File: src/rtl/reg_bank_write_arbiter.sv
// Round-robin write arbiter for a shared register bank.
// NREQ requesters compete for one write per cycle; a bank-wide sweep can
// clear or preset every register, one register per cycle. All outputs are
// registered, so a sampled request shows up on wr_en/ack one cycle later.
module reg_bank_write_arbiter #(
  parameter int NREQ  = 4,
  parameter int NREG  = 8,
  parameter int WIDTH = 8,
  parameter int AW    = 3,
  parameter int GW    = 2
) (
  input  logic                  clk,
  input  logic                  arst_n,
  input  logic [NREQ-1:0]       req,
  input  logic [NREQ*AW-1:0]    req_addr,
  input  logic [NREQ*WIDTH-1:0] req_data,
  output logic [NREQ-1:0]       ack,
  output logic                  ack_err,
  output logic [GW-1:0]         grant_id,
  input  logic                  sweep_start,
  input  logic                  sweep_val,
  output logic                  sweep_busy,
  output logic                  sweep_done,
  output logic [NREG-1:0]       wr_en,
  output logic [WIDTH-1:0]      wr_data
);

  typedef enum logic {IDLE, SWEEP} state_t;

  state_t          state;
  logic [GW-1:0]   ptr;
  logic [AW-1:0]   sweep_idx;
  logic            sweep_val_q;

  logic [NREQ-1:0] elig;
  logic            found;
  logic [GW-1:0]   gnt;
  logic [AW-1:0]   gnt_addr;
  logic [WIDTH-1:0] gnt_data;
  logic            addr_ok;
  logic [AW-1:0]   sweep_next;

  // Pick the first eligible requester at or above ptr, wrapping mod NREQ.
  // The requester acked this cycle is masked so one transaction is never
  // written twice while its req is still high.
  always_comb begin
    // NOTE: every variable gets a default before any branch; otherwise a path
    // that skips the assignment would infer a latch.
    elig  = req & ~ack;
    found = 1'b0;
    gnt   = '0;
    for (int i = 0; i < NREQ; i++) begin
      if (!found && elig[ptr + GW'(i)]) begin
        found = 1'b1;
        gnt   = ptr + GW'(i);
      end
    end
  end

  // Decode the selected requester's address and data.
  always_comb begin
    gnt_addr   = req_addr[int'(gnt)*AW +: AW];
    gnt_data   = req_data[int'(gnt)*WIDTH +: WIDTH];
    addr_ok    = int'(gnt_addr) < NREG;
    sweep_next = sweep_idx + AW'(1);
  end

  // Control FSM with registered outputs: arbitration in IDLE, one register
  // per cycle in SWEEP. Pulsed outputs default low each cycle.
  always_ff @(posedge clk or negedge arst_n) begin
    // NOTE: sequential state uses non-blocking assignments so every register
    // samples the pre-edge values, independent of statement order.
    if (!arst_n) begin
      state       <= IDLE;
      ptr         <= '0;
      sweep_idx   <= '0;
      sweep_val_q <= 1'b0;
      ack         <= '0;
      ack_err     <= 1'b0;
      grant_id    <= '0;
      sweep_busy  <= 1'b0;
      sweep_done  <= 1'b0;
      wr_en       <= '0;
      wr_data     <= '0;
    end else begin
      ack        <= '0;
      ack_err    <= 1'b0;
      wr_en      <= '0;
      sweep_done <= 1'b0;
      case (state)
        IDLE: begin
          if (sweep_start) begin
            // Sweep wins over pending requests; index 0 is written next cycle.
            sweep_val_q <= sweep_val;
            sweep_idx   <= '0;
            state       <= SWEEP;
            sweep_busy  <= 1'b1;
            wr_en       <= NREG'(1);
            wr_data     <= {WIDTH{sweep_val}};
          end else if (found) begin
            ack      <= NREQ'(1) << gnt;
            grant_id <= gnt;
            wr_data  <= gnt_data;
            wr_en    <= addr_ok ? (NREG'(1) << gnt_addr) : '0;
            ack_err  <= !addr_ok;
            ptr      <= gnt + GW'(1);
          end
        end
        SWEEP: begin
          // sweep_start is ignored here; the running sweep is never restarted.
          if (sweep_idx == AW'(NREG - 1)) begin
            state      <= IDLE;
            sweep_busy <= 1'b0;
            sweep_done <= 1'b1;
          end else begin
            sweep_idx <= sweep_next;
            wr_en     <= NREG'(1) << sweep_next;
            wr_data   <= {WIDTH{sweep_val_q}};
          end
        end
        default: state <= IDLE;
      endcase
    end
  end

endmodule

File: config.mk
export PLATFORM = sky130hd
export DESIGN_NAME = reg_bank_write_arbiter
export DESIGN_NICKNAME = d
export VERILOG_FILES = /design/src/rtl/reg_bank_write_arbiter.sv
export SDC_FILE = /design/constraint.sdc
export NUM_CORES = 1
export LEC_CHECK = 0
export ABC_AREA = 1
export CAP_MARGIN = 10
export CORE_MARGIN = 2
export CORE_UTILIZATION = 35
export CTS_BUF_LIST = sky130_fd_sc_hd__clkbuf_4 sky130_fd_sc_hd__clkbuf_8
export DETAILED_ROUTE_END_ITERATION = 8
export PLACE_DENSITY = 0.76
export SLEW_MARGIN = 10
export SYNTH_ARGS = -nofsm -noshare
export SYNTH_HDL_FRONTEND = slang
export SYNTH_SLANG_ARGS = --single-unit
File: constraint.sdc
create_clock -name clk -period 1.8 [get_ports clk]
set_input_delay 0.18 -clock clk [delete_from_list [all_inputs] [get_ports clk]]
set_output_delay 0.18 -clock clk [all_outputs]
set_load 0.02 [all_outputs]
==> summary.md <==
| Metric | Value |
|---|---|
| Status | complete, but fails checks |
| Failing checks | setup timing |
| Drt first pass iters | 4 |
| Worst-path clk slew | ~70 ps |
| P&R area growth vs syn | 69.8% |
| Routability congestion estimate from global placement | around 0.88 |
| Placed Cells | between 500 and 600 |
| # rows | 29 |
| Final min period | between 2000 and 2500 ps |
| Synthesized area | around 2300 um^2 |
| Max Root-Sink Buffers | 2 |
| Die Y | ~85 um |
| Post-synthesis register bit count | 31 |
| FF-to-FF Start | ptr[0]$_DFFE_PN0P_ |
| Seq/Total Area, Yosys | 0.339 |
| Slowest CP cell | dfrtp_2 |
| WP data arrival | roughly 2300 ps |
| RSZ-0062 raised after global routing | true |
| Proportion of layout cells with a drive suffix above 1 | 0.303 |
| CP max stage delay | roughly 500 ps |
| Critical-path cell list | buf_6 -> nand3_4 -> nand3_4 -> nand2_4 -> nand2_4 -> nand2_4 -> nand2_4 -> nand3_4 -> buf_6 -> nand2_4 -> nand3_2 -> nand2_2 -> nand2_2 -> o21ai_1 |
| # clock sinks | 31 |
| Post-Synthesis Cells | between 300 and 400 |
| Max-cap viol count | 0 |
| First-pass GRT wire length | roughly 11 mm |
| Vias post-DR | about 2500 |
| Synth area leaders | dfrtp_1 (34%), nand2_1 (20%), inv_1 (9.0%) |
| Peak Freq | around 480 MHz |
| Vias in the first global route | ~2500 |
| Antenna Violating Nets Remaining | 0 |
| Synthesis Warnings | 0 |
| Syn_area_per_cell | 6.74 um^2 |
| Max FO, Critical Path | 7 |
| CTS tree | built |
| DRT iter0 DRCs | 94 |
| Max Clock Skew | between 2 and 2.5 ps |
| Global Route Usage Sum | 0.181 |
| Highest-count cells in the layout ignoring fill and taps | nand2_1 (95), clkdlybuf4s50_1 (75), inv_1 (48) |
| GRT met1 Usage | 0.222 |
| Diode count | 0 |
| Hold_buf cts | 0 |
| Post-Layout Cell Count | ~530 |
| Overflow after GRT | 0 |
| Vias/cell | approximately 4.8 |
| Final hold vios | 0 |
| Setup violators final | 22 |
| Critical Path Start Type | flip-flop |
| Worst min path class | in -> async |
| Synthesized net count | 401 |
| Crit path from | ptr[0]$_DFFE_PN0P_ |
| Largest net degree at the start of global routing | 32 |
| Root Driver | clkbuf_8 |
| WS Path Type | reg -> reg |
| Most repeated library cell on the critical path | nand2_4 |
| Top Usage Layer GRT | met2 |
| VDD IR-drop max | 1.21 mV |
| Initial antenna violation count | 0 |
| Aggregate routed wire length | 6.86 mm |
| Pwr Density | approximately 2300 nW/um^2 |
| CTS buffer count | 5 |
| Hold_ws | 298 ps |
| Synth area leader | dfrtp_1 |
| Yosys top cell area share | 0.339 |
| Drt drc | 0 |
| GR Util met3 | 0.0516 |
| Met2 Track Usage GR | 0.315 |
| Crit share post-route | 1.16 |
| DR WL/cell | 13.0 um |
| Worst-Skew Late Latency | roughly 280 ps |
| H-Tree Depth | 2 |
| CP required | 2000 ps |
| Synth cell types | 24 |
| Die Width | approximately 85 um |
| Lkg Pwr | 1.95 nW |
| Setup crit end kind | flip-flop |
| Post-DP HPWL | around 4.7 mm |
| Initial Util | 0.360 |
| Slew Limit Fails | 0 |
| Total power | a little under 9 mW |
| Nets | 510 |
| Commonest non-fill, non-tap cell in the layout | nand2_1 |
| Core area | 6350 um^2 |
| Die ar. | 7190 um^2 |
| Final WS setup | -284 ps |
| IO Pins | between 70 and 80 |
| I/O Buffers | 75 |
| Setup TNS | -4380 ps |
| Reg2Reg Setup Slack | -280 ps |
worst paths after layout:
| kind | end | cells past startpoint |
|---|---|---|
| max | wr_en[6]$_DFF_PN0_ | 14 |
| min | wr_en[1]$_DFF_PN0_ | 2 |
| max reg2reg | wr_en[6]$_DFF_PN0_ | 14 |
| min reg2reg | grant_id[1]$_DFFE_PN0P_ | 2 |
| max in group asynchronous | ack[1]$_DFF_PN0_ | 2 |
| min in group clk | sweep_val_q$_DFFE_PN0P_ | 3 |
flip-flops by register name, indices dropped and copies added (netlist names):
| signal | count |
|---|---|
| wr_data | 8 |
| state | 1 |
| grant_id | 2 |
| sweep_done | 1 |
| sweep_idx | 3 |
| wr_en | 8 |
| sweep_busy | 1 |
| ptr | 2 |
| ack | 4 |
| sweep_val_q | 1 |
synthesized netlist by cell type (all sizes together):
master,n
a21oi,9
buf,8
conb,1
dfrtp,31
ha,10
inv,59
nand2,132
nand3,39
nand3b,2
nand4,4
nor2,24
o21ai,20
power by group:
group / switching (mW) / internal, mW / leakage [nW]
Clock: 0.261 / 0.448 / 0.0612
Sequential: 0.223 / 0.991 / 0.390
Combinational: 3.89 / 3.07 / 1.49
Total: 4.38 / 4.51 / 1.95
critical path: cells and delay by family (launching register included):
kind	cells	cell delay (ps)
AO/OA/AOI/OAI	1	140
AND/OR/NAND/NOR	11	990
flip-flops	1	500
buffers and inverters	2	360
metal layers:
layer / part of all wire / wire [um]
met5: 0 / 0
met4: 0.015 / 102
met3: 0.064 / 437
met2: 0.50 / 3420
met1: 0.42 / 2900
through the flow:
stage	utilization	setup slack, ps	area, um^2
global placement	0.519	-285	3290
detailed placement	0.519	-437	3290
CTS	0.575	-189	3650
finish	0.611	-284	3880
floorplan	-	-21.6	2360
global route	0.611	-403	3880
cell families after synthesis:
family                   after synthesis  share of synthesized area
adder cells (fa/ha/maj)               10                     0.0547
flip-flops                            31                      0.339
buffers and inverters                 67                      0.132
AO/OA/AOI/OAI                         29                     0.0635
other                                  1                    0.00164
AND/OR/NAND/NOR                      201                      0.408
repair_timing:
item | in CTS | in global routing
endpoints found under the setup margin | 24 | 24
gates cloned | 2 | 0
pin swaps | 3 | 13
setup buffers | 8 | 7
resized for setup | 45 | 56
area by class of cell:
type / instances / area, um^2
fillers: 513 / 2470
multi-input cells: 241 / 1530
repair buffers: 110 / 1110
flip-flops and latches: 31 / 781
inverters: 59 / 249
well taps: 77 / 96.3
clock buffers: 6 / 82.6
clock inverters: 2 / 35.0
Power figures use the tool's default switching activity.
